$ cat src/rtl/trap_ctrl.sv
`default_nettype none
// ============================================================================
// Module      : trap_ctrl
// Description : Machine-mode trap sequencer. Accepts one event per cycle
//               from decode while idle (exception > timer interrupt > mret).
//               For traps it saves mepc/mcause/mstatus in SAVE and then
//               redirects fetch to mtvec in REDIRECT. For mret it restores
//               mstatus and redirects fetch to mepc in a single RET cycle.
//               Fetch/decode are stalled while an event is accepted or being
//               sequenced.
//
// Ports       : clk            rising-edge clock
//               rst            synchronous active-high reset
//               exc_valid      synchronous exception request from decode
//               exc_cause[3:0] exception code accompanying exc_valid
//               cur_pc[31:0]   PC of the instruction in decode
//               mret_valid     mret in decode
//               timer_irq      level-sensitive machine timer interrupt
//               csr_mstatus    current mstatus
//               csr_mtvec      current mtvec
//               csr_mepc       current mepc
//               mepc_we / mepc_wdata       mepc write port
//               mcause_we / mcause_wdata   mcause write port
//               mstatus_we / mstatus_wdata mstatus write port
//               redirect_valid / redirect_pc  fetch redirect
//               stall          hold fetch/decode
//
// Revision    : 1.0 - initial release
// ============================================================================
module trap_ctrl (
    input  logic        clk,
    input  logic        rst,
    input  logic        exc_valid,
    input  logic [3:0]  exc_cause,
    input  logic [31:0] cur_pc,
    input  logic        mret_valid,
    input  logic        timer_irq,
    input  logic [31:0] csr_mstatus,
    input  logic [31:0] csr_mtvec,
    input  logic [31:0] csr_mepc,
    output logic        mepc_we,
    output logic        mcause_we,
    output logic        mstatus_we,
    output logic [31:0] mepc_wdata,
    output logic [31:0] mcause_wdata,
    output logic [31:0] mstatus_wdata,
    output logic        redirect_valid,
    output logic [31:0] redirect_pc,
    output logic        stall
);

    // ------------------------------------------------------------------------
    // Constants
    // ------------------------------------------------------------------------
    localparam logic [1:0]  c_IDLE      = 2'd0;
    localparam logic [1:0]  c_SAVE      = 2'd1;
    localparam logic [1:0]  c_REDIRECT  = 2'd2;
    localparam logic [1:0]  c_RET       = 2'd3;

    localparam logic [31:0] c_IRQ_CAUSE = 32'h8000_0007;
    // Offset of the timer-interrupt slot in a vectored table (4 * cause 7)
    localparam logic [31:0] c_VEC_OFFS  = 32'd28;
    localparam logic [3:0]  c_TIMER_ID  = 4'd7;

    // mstatus bit positions
    localparam int          c_MIE       = 3;
    localparam int          c_MPIE      = 7;

    // ------------------------------------------------------------------------
    // State
    // ------------------------------------------------------------------------
    logic [1:0]  r_state;
    logic [3:0]  r_cause;
    logic [31:0] r_pc;
    logic        r_is_irq;

    // ------------------------------------------------------------------------
    // Event qualification (only meaningful in IDLE)
    // ------------------------------------------------------------------------
    logic w_idle;
    logic w_irq_pending;
    logic w_take_exc;
    logic w_take_irq;
    logic w_take_mret;

    assign w_idle        = (r_state == c_IDLE);
    assign w_irq_pending = timer_irq & csr_mstatus[c_MIE];
    assign w_take_exc    = w_idle & exc_valid;
    assign w_take_irq    = w_idle & ~exc_valid & w_irq_pending;
    assign w_take_mret   = w_idle & ~exc_valid & ~w_irq_pending & mret_valid;

    // Low bits of mepc are ignored on return; keep them visibly consumed.
    logic w_unused;
    assign w_unused = ^csr_mepc[1:0];

    // ------------------------------------------------------------------------
    // Sequencer
    // ------------------------------------------------------------------------
    always_ff @(posedge clk) begin
        if (rst) begin
            r_state  <= c_IDLE;
            r_cause  <= 4'd0;
            r_pc     <= 32'd0;
            r_is_irq <= 1'b0;
        end else begin
            case (r_state)
                c_IDLE: begin
                    if (w_take_exc) begin
                        r_cause  <= exc_cause;
                        r_pc     <= cur_pc;
                        r_is_irq <= 1'b0;
                        r_state  <= c_SAVE;
                    end else if (w_take_irq) begin
                        r_cause  <= c_TIMER_ID;
                        r_pc     <= cur_pc;
                        r_is_irq <= 1'b1;
                        r_state  <= c_SAVE;
                    end else if (w_take_mret) begin
                        r_state  <= c_RET;
                    end
                end
                c_SAVE:     r_state <= c_REDIRECT;
                c_REDIRECT: r_state <= c_IDLE;
                c_RET:      r_state <= c_IDLE;
                default:    r_state <= c_IDLE;
            endcase
        end
    end

    // ------------------------------------------------------------------------
    // Write data / redirect target computation
    // ------------------------------------------------------------------------
    logic [31:0] w_trap_mstatus;
    logic [31:0] w_ret_mstatus;
    logic [31:0] w_tvec_base;
    logic [31:0] w_trap_target;

    always_comb begin
        // Trap entry: MPIE <- MIE, MIE <- 0, MPP <- M
        w_trap_mstatus          = csr_mstatus;
        w_trap_mstatus[c_MPIE]  = csr_mstatus[c_MIE];
        w_trap_mstatus[c_MIE]   = 1'b0;
        w_trap_mstatus[12:11]   = 2'b11;

        // Return: MIE <- MPIE, MPIE <- 1, MPP stays M (M-only core)
        w_ret_mstatus           = csr_mstatus;
        w_ret_mstatus[c_MIE]    = csr_mstatus[c_MPIE];
        w_ret_mstatus[c_MPIE]   = 1'b1;
        w_ret_mstatus[12:11]    = 2'b11;
    end

    assign w_tvec_base   = {csr_mtvec[31:2], 2'b00};
    // Vectored mode only relocates interrupts; the add wraps naturally.
    assign w_trap_target = ((csr_mtvec[1:0] == 2'b01) && r_is_irq)
                         ? (w_tvec_base + c_VEC_OFFS)
                         : w_tvec_base;

    // ------------------------------------------------------------------------
    // Outputs: decoded from state; everything forced low while in reset so
    // nothing leaks out of an aborted sequence.
    // ------------------------------------------------------------------------
    always_comb begin
        mepc_we        = 1'b0;
        mcause_we      = 1'b0;
        mstatus_we     = 1'b0;
        mepc_wdata     = 32'd0;
        mcause_wdata   = 32'd0;
        mstatus_wdata  = 32'd0;
        redirect_valid = 1'b0;
        redirect_pc    = 32'd0;
        stall          = 1'b0;

        if (!rst) begin
            case (r_state)
                c_IDLE: begin
                    stall = w_take_exc | w_take_irq | w_take_mret;
                end
                c_SAVE: begin
                    stall         = 1'b1;
                    mepc_we       = 1'b1;
                    mcause_we     = 1'b1;
                    mstatus_we    = 1'b1;
                    mepc_wdata    = {r_pc[31:2], 2'b00};
                    mcause_wdata  = r_is_irq ? c_IRQ_CAUSE : {28'd0, r_cause};
                    mstatus_wdata = w_trap_mstatus;
                end
                c_REDIRECT: begin
                    stall          = 1'b1;
                    redirect_valid = 1'b1;
                    redirect_pc    = w_trap_target;
                end
                c_RET: begin
                    stall          = 1'b1;
                    mstatus_we     = 1'b1;
                    mstatus_wdata  = w_ret_mstatus;
                    redirect_valid = 1'b1;
                    redirect_pc    = {csr_mepc[31:2], 2'b00};
                end
                default: begin
                    stall = 1'b0;
                end
            endcase
        end
    end

endmodule
`default_nettype wire

$ cat config.mk
export PLATFORM = sky130hd
export DESIGN_NAME = trap_ctrl
export DESIGN_NICKNAME = d
export VERILOG_FILES = /design/src/rtl/trap_ctrl.sv
export SDC_FILE = /design/constraint.sdc
export NUM_CORES = 1
export LEC_CHECK = 0
export ABC_AREA = 1
export CAP_MARGIN = 20
export CORE_UTILIZATION = 25
export CTS_CLUSTER_DIAMETER = 80
export DETAILED_ROUTE_END_ITERATION = 12
export GPL_ROUTABILITY_DRIVEN = 0
export PLACE_DENSITY_LB_ADDON = 0.2
export SETUP_SLACK_MARGIN = 0.4
export SYNTH_ARGS = -nofsm -noshare
export SYNTH_HDL_FRONTEND = slang
export SYNTH_SLANG_ARGS = --single-unit
export TNS_END_PERCENT = 10
$ cat constraint.sdc
create_clock -name clk -period 2.6 [get_ports clk]
set_input_delay 0.39 -clock clk [delete_from_list [all_inputs] [get_ports clk]]
set_output_delay 0.39 -clock clk [all_outputs]
set_load 0.01 [all_outputs]
==> Implementation_results.wiki, run 1 <==
{| class="wikitable"
! Metric !! Value
|-
| Run status || finished clean
|-
| Cell area after placement || 6280 um2
|-
| Critical path type || register to output pin
|-
| Number of warnings reported in the yosys synthesis log || 0
|-
| Clock Sink Count || 37
|-
| Clk_skew || 0.00481 ns
|-
| FF+latch count, synth || 37
|-
| NumNets Final || 1019
|-
| Global-route usage over all layers || 0.178
|-
| Final critical-path required period || 2.35 ns
|-
| Per-instance average area after synthesis || 5.77 um2
|-
| Initial standard-cell utilization of the core || 0.257
|-
| H-tree depth reported by CTS || 2
|-
| Post-synth top flop || dfxtp_1
|-
| Number of synthesized flops with an enable pin || 0
|-
| Maximum number of pins on one net before global-route repair || 94
|-
| Share of the synthesized area in the top cell type || 0.217
|-
| Fraction of the cycle the final worst path needs || 0.905
|-
| Clock transition at the registers of the reported paths || 0.06 ns
|-
| Static Leak || 2.95 nW
|-
| Total core area || 13300 um2
|-
| Overall die width || 119 um
|-
| Antenna violations before repair || 1
|-
| Number of primary I/O pins || 270
|-
| Top cells by area in the synthesized netlist || dfxtp_1 22%, nor2_1 14%, nand2_1 13%, inv_1 8.6%, buf_4 7.7%
|-
| Max Transition Viols Final || 0
|-
| Mapped Area || 3410 um2
|-
| Setup violation total in the final timing report || 0
|-
| Post-layout instance area || 6590 um2
|-
| Launching element type of the critical path || register
|-
| Max-capacitance violation count || 0
|-
| Filler instances || 1384
|-
| Die height || 119 um
|-
| Synthesized netlist cell count || 591
|-
| Cell taking the most area after synthesis || dfxtp_1
|-
| Critical path fanouts, max || 6
|-
| Footprint of the multi-input gates || 2250 um2
|-
| Vias/cell || 4.42
|-
| Data arrival, critical path || 1.96 ns
|-
| Vias in the first global route || 4293
|-
| Via count || 4673
|-
| Power density over the cells || 323 nW/um2
|-
| Total wire length after detailed routing || 13.1 mm
|-
| HPWL after DPL || 10.3 mm
|-
| Buffers added on ports || 232
|-
| Total Die Area || 14100 um2
|-
| Worst hold slack across all endpoints || 0.460 ns
|-
| Number of design rule violations left after detail routing || 0
|-
| Root buffer cell || clkbuf_16
|-
| Maximum achievable frequency || 0.425 GHz
|-
| Number of antenna-violating nets in the routed design || 0
|-
| FP Rows || 42
|-
| Clock insertion delay at the later pin of the skew report || 0.27 ns
|-
| Number of optimization iterations in the first detailed-route pass || 4
|-
| Unrepaired setup endpoints after global routing || true
|-
| Starting DRT DRC Count || 176
|-
| Fraction of final layout cells with drive strength greater than 1 || 0.202
|-
| Final hold viol count || 0
|-
| Global-route wire length before repair || 20.7 mm
|-
| Area added between synthesis and finish || 93.2%
|-
| Hold Path Class || register to register
|-
| Post-synthesis cell type count || 36
|-
| Sequential element share of the synthesized area || 0.217
|-
| WL/cell || 12.4 um
|-
| Antenna diode count || 0
|-
| Highest ir drop seen on vdd || 0.000202 V
|-
| Clock buffer count from CTS || 5
|-
| Grt total ovfl || 0
|-
| Cts-stage hold buffer count || 0
|-
| CTS tree || yes
|-
| Share of flip-flops with an asynchronous set or reset after synthesis || 0
|-
| Storage cell area || 743 um2
|-
| Crit path capture type || output pin
|-
| Maximum number of buffers from clock root to sink || 2
|-
| Required time reported for the critical path endpoint || 2.21 ns
|}
[Yosys cell counts, types with 2 or more instances]
cell	number
nor2_4	3
nand4_1	7
buf_2	7
nor2_1	124
a21oi_1	36
buf_4	35
nor3_1	7
nand3_1	43
a211oi_1	30
a21oi_2	5
nor2_2	6
dfxtp_1	37
clkbuf_1	19
nand3_2	5
nand2_2	2
nand2_1	114
o21a_1	3
inv_2	4
a21o_1	3
o21ai_0	8
inv_1	78
[cell type report]
class | count | share of cell area
Sequential cell | 37 | 0.113
Clock inverter | 1 | 0.00114
Multi-Input combinational cell | 438 | 0.341
Inverter | 83 | 0.0486
Tap cell | 176 | 0.0334
Timing Repair Buffer | 316 | 0.442
Clock buffer | 6 | 0.0211
[per-layer routing]
metal	up-vias	track usage	wire length [um]
li1	2392	-	-
met1	2081	0.219	5640
met2	185	0.321	6460
met3	13	0.0268	824
met4	2	0.0467	205
met5	-	0	13
[worst max-delay path, cell delays in order (launching register included)]
cell	delay, ns
dfxtp_2	0.36
inv_2	0.06
nor2_2	0.13
inv_2	0.10
nor2_4	0.17
buf_4	0.19
o21a_1	0.13
clkdlybuf4s50_1	0.55
[registers in the layout, indices dropped and copies added, names as in the netlist]
signal	flops
r_is_irq	1
r_state	2
r_cause	4
r_pc	30
[what timing repair did]
action / in CTS / in global routing
gates resized for setup: 164 / 18
endpoints found under the setup margin: 69 / 68
buffers inserted: 11 / 0
pin swaps: 29 / 7
[worst paths after layout]
check | start | slack [ns] | cells after the start | end
max | r_state[0]$_SDFFE_PP0P_ | 0.25 | 7 | mcause_wdata[0]
min | r_cause[3]$_SDFFE_PP0P_ | 0.46 | 2 | r_cause[3]$_SDFFE_PP0P_
max reg2reg | r_state[1]$_SDFFE_PP0P_ | 0.93 | 5 | r_pc[27]$_SDFFE_PP0P_
min reg2reg | r_cause[3]$_SDFFE_PP0P_ | 0.46 | 2 | r_cause[3]$_SDFFE_PP0P_
[stage by stage]
step / cells / power, W / setup TNS, ns / utilization / setup slack [ns]
floorplan: 621 / 0.00110 / 0 / - / 0.565
global placement: 1039 / 0.00155 / -7.24 / 0.472 / -0.431
detailed placement: 1039 / 0.00156 / -8.09 / 0.472 / -0.438
CTS: 1057 / 0.00215 / 0 / 0.492 / 0.218
global route: 1057 / 0.00227 / 0 / 0.496 / 0.142
finish: 1057 / 0.00213 / 0 / 0.496 / 0.247
[power breakdown]
group / total, W / leakage, nW / internal [W] / switching, W
clock network: 0.000588 / 0.0690 / 0.000375 / 0.000213
logic: 0.000881 / 2.58 / 0.000436 / 0.000445
registers: 0.000663 / 0.308 / 0.000642 / 0.0000209
[kinds of logic (layout without fill, tap and decap cells)]
| group | count (synthesis) | after routing | share of synthesized area |
|---|---|---|---|
| AOI/OAI and AO/OA | 90 | 90 | 0.168 |
| adders and majority gates | 1 | 1 | 0.00367 |
| buffers and inverters | 146 | 406 | 0.204 |
| DFF | 37 | 37 | 0.217 |
| other | 1 | 31 | 0.00110 |
| and+or+nand+nor | 316 | 316 | 0.407 |
[cells in the final DEF, fill, tap and decap left out, types with 4 or more instances in the layout]
cell	n
dlygate4sd2_1	28
nor3_1	4
nand3_2	10
dfxtp_1	35
buf_2	22
buf_6	7
nand2_1	109
nand3_1	36
nor2_1	117
clkdlybuf4s50_1	171
a211oi_1	30
buf_4	73
o21ai_0	8
conb_1	31
inv_2	9
a21oi_1	34
nand4_1	7
clkbuf_16	5
nand2_2	7
nor2_4	8
nor2_2	8
a21oi_2	6
dlymetal6s2s_1	7
inv_1	72
buf_12	5
Note: power is estimated with default switching activity, not from simulation.
==> inputs of run 2 (changes only) <==
Settings changed: CORE_UTILIZATION 25 to 30.
==> run 2 against run 1 <==
Effect of this change:
- hold slack improved by 0.0068 ns
- final area down 0.19%
- sequential share of layout area about the same
- count of clock-buffer cells in the layout decreased by 1
- critical endpoint is now mstatus_wdata[3]
- fmax is 0.52% lower
- clock skew up 0.0012 ns
- final cell count is 3.5% lower
==> Implementation_results.wiki, run 2 (synthesized netlist as in run 1, its figures left out) <==
{| class="wikitable"
! Metric !! Value
|-
| Count of buffer and inverter cells on the critical path || 4 (unchanged)
|-
| Clock network power share || 0.276 (about the same)
|-
| Count of cells along the worst register-to-register path || 6 (+1)
|-
| Register share of total power || 0.313 (+0.002)
|-
| Clock insertion delay at the later pin of the skew report || 0.28 ns (about the same)
|-
| Internal power contribution || 0.00143 W (-1.9%)
|-
| Uppermost layer routed || met4
|-
| Power density over the cells || 324 nW/um2 (+0.19%)
|-
| Highest ir drop seen on vdd || 0.000342 V (+70%)
|-
| Wl on met1 || 5.57 mm (-1.3%)
|-
| Starting DRT DRC Count || 295 (+68%)
|-
| Number of design rule violations left after detail routing || 0 (unchanged)
|-
| WL/cell || 13.3 um (+6.9%)
|-
| H-tree depth reported by CTS || 2 (unchanged)
|-
| Cell count after placement || 999 (-3.8%)
|-
| Max-capacitance violation count || 0 (unchanged)
|-
| Footprint of the multi-input gates || 2300 um2 (+2.4%)
|-
| Data arrival, critical path || 1.98 ns (+0.02 ns)
|-
| Smallest setup slack after layout || 0.234 ns (-0.0122 ns)
|-
| Global-route wire length before repair || 21.2 mm (+2.2%)
|-
| Total Die Area || 11800 um2 (-16%)
|-
| Worst path slowest cell || clkdlybuf4s50_1
|-
| Final cell count without fillers || 1020 (-3.5%)
|-
| Clock Sink Count || 37 (unchanged)
|-
| Net switching power of the design || 0.000707 W (+4.1%)
|-
| Number of primary I/O pins || 270 (unchanged)
|-
| Max Transition Viols Final || 0 (unchanged)
|-
| Overall die width || 109 um (-8.6%)
|-
| Launching element type of the critical path || register
|-
| Cell type group with the largest total delay on the critical path || buffers and inverters
|-
| Vias in the first global route || 4538 (+5.7%)
|-
| Levels on crit path || 7 (unchanged)
|-
| Logic pwr share || 0.411 (-0.002)
|-
| Register name with the most flops || r_pc
|-
| Unrepaired setup endpoints after global routing || true
|-
| Maximum achievable frequency || 0.423 GHz (-0.52%)
|-
| Critical path fanouts, max || 31 (+25)
|-
| Critical path type || register to output pin
|-
| Fraction of final layout cells with drive strength greater than 1 || 0.205 (+0.00274)
|-
| Fraction of the cycle the final worst path needs || 0.910 (+0.00471)
|-
| Number of antenna-violating nets in the routed design || 0 (unchanged)
|-
| NumNets Final || 1016 (-0.29%)
|-
| Most common cell after layout, fill and taps aside || clkdlybuf4s50_1
|-
| Total core area || 11000 um2 (-17%)
|-
| Sw Share || 0.332 (+0.0131)
|-
| Filler instances || 1010 (-27%)
|-
| Pre-CTS setup slack || -0.397 ns (+0.0406 ns)
|-
| Vias/cell || 4.58 (+3.6%)
|-
| Static Leak || 2.95 nW (about the same)
|-
| Number of optimization iterations in the first detailed-route pass || 4 (unchanged)
|-
| Met3 layer wire length in the routed design || 807 um (-2.1%)
|-
| Hold Path Class || register to register
|-
| Largest registers || r_pc x30, r_cause x4, r_state x2
|-
| Area added between synthesis and finish || 92.8%
|-
| Setup violation total in the final timing report || 0 (unchanged)
|-
| Antenna violations before repair || 0 (-1)
|-
| Required time reported for the critical path endpoint || 2.21 ns (about the same)
|-
| Aggregate negative setup slack || 0 ns (unchanged)
|-
| Ordered cell list for the critical path || buf_6 > nand2_1 > inv_1 > buf_12 > nand2_1 > nor2_1 > clkdlybuf4s50_1
|-
| Final critical-path required period || 2.37 ns (+0.0122 ns)
|-
| Storage cell area || 744 um2 (+0.17%)
|-
| Die height || 109 um (-8.6%)
|-
| Maximum number of buffers from clock root to sink || 2 (unchanged)
|-
| Grt total ovfl || 0 (unchanged)
|-
| Worst hold slack across all endpoints || 0.467 ns (+0.00677 ns)
|-
| HPWL after DPL || 10.1 mm (-2.1%)
|-
| Most used cells in the layout excluding fill and tap cells || 165 x clkdlybuf4s50_1, 118 x nor2_1, 109 x nand2_1
|-
| Clk_skew || 0.00599 ns (+0.00118 ns)
|-
| Global-route usage over all layers || 0.223 (+0.0446)
|-
| Instance count along the most critical hold path || 2 (unchanged)
|-
| Root buffer cell || clkbuf_16
|-
| Run status || finished clean
|-
| Buffers added on ports || 232 (unchanged)
|-
| Clock transition at the registers of the reported paths || 0.06 ns (about the same)
|-
| Post-route core utilization || 0.599 (+0.103)
|-
| CTS tree || yes
|-
| FP Rows || 38 (-9.5%)
|-
| Total wire length after detailed routing || 13.6 mm (+3.2%)
|-
| Via count || 4671 (-0.043%)
|-
| Top cell by count, worst path || nand2_1
|-
| Cts-stage hold buffer count || 0 (unchanged)
|-
| Initial standard-cell utilization of the core || 0.311 (+0.0540)
|-
| Largest register FFs || 30 (unchanged)
|-
| Met2 Wirelength || 6.94 mm (+7.5%)
|-
| Final hold viol count || 0 (unchanged)
|-
| Crit path capture type || output pin
|-
| Clock buffer count from CTS || 5 (unchanged)
|-
| Maximum number of pins on one net before global-route repair || 94 (unchanged)
|-
| Maximum cell stage delay along the critical path || 0.55 ns (about the same)
|}
-- run 2: power groups by stage --
stage          combinational [W]  clock [W]  sequential (W)
2_1_floorplan           0.000429          0        0.000672
3_3_place_gp            0.000856          0        0.000676
3_5_place_dp            0.000870          0        0.000679
4_1_cts                 0.000875   0.000603        0.000667
5_1_grt                 0.000961   0.000636        0.000675
6_report                0.000876   0.000589        0.000668
-- run 2: per-layer routing --
| metal | GRT usage | up-vias |
|---|---|---|
| li1 | - | 2388 |
| met1 | 0.258 | 2089 |
| met2 | 0.416 | 178 |
| met3 | 0.0239 | 16 |
| met4 | 0.0840 | 0 |
| met5 | 0 | - |
-- run 2: path summary, 6_finish.rpt --
path,start,to,slack [ns]
setup / recovery,r_state[0]$_SDFFE_PP0P_,mstatus_wdata[3],0.23
setup reg to reg,r_state[0]$_SDFFE_PP0P_,r_pc[27]$_SDFFE_PP0P_,0.89
hold reg to reg,r_pc[4]$_SDFFE_PP0P_,r_pc[4]$_SDFFE_PP0P_,0.47
hold / removal,r_pc[4]$_SDFFE_PP0P_,r_pc[4]$_SDFFE_PP0P_,0.47
-- run 2: layout make-up --
| type | instances | share of cell area |
|---|---|---|
| tap | 140 | 0.0266 |
| timing repair buffer | 312 | 0.439 |
| antenna | 1 | 0.000380 |
| clock inverter | 3 | 0.00323 |
| multi-input combinational | 439 | 0.350 |
| sequential | 37 | 0.113 |
| inverter | 83 | 0.0483 |
| clock buffer | 5 | 0.0190 |
-- run 2: what timing repair did --
action,4_1_cts,5_1_grt
gates resized for setup,194,8
gates cloned,1,0
endpoints found under the setup margin,67,69
pin swaps,46,0
setup buffers,11,0
-- run 2: tightest hold or removal path, cell delays in order (launching register included) --
cell and delay (ns):
dfxtp_1 0.29, inv_1 0.06, a211oi_1 0.07
-- run 2: through the flow --
stage,power (W),area (um2)
2_1_floorplan,0.00110,3520
3_3_place_gp,0.00153,6210
3_5_place_dp,0.00155,6210
4_1_cts,0.00215,6560
5_1_grt,0.00227,6580
6_report,0.00213,6580
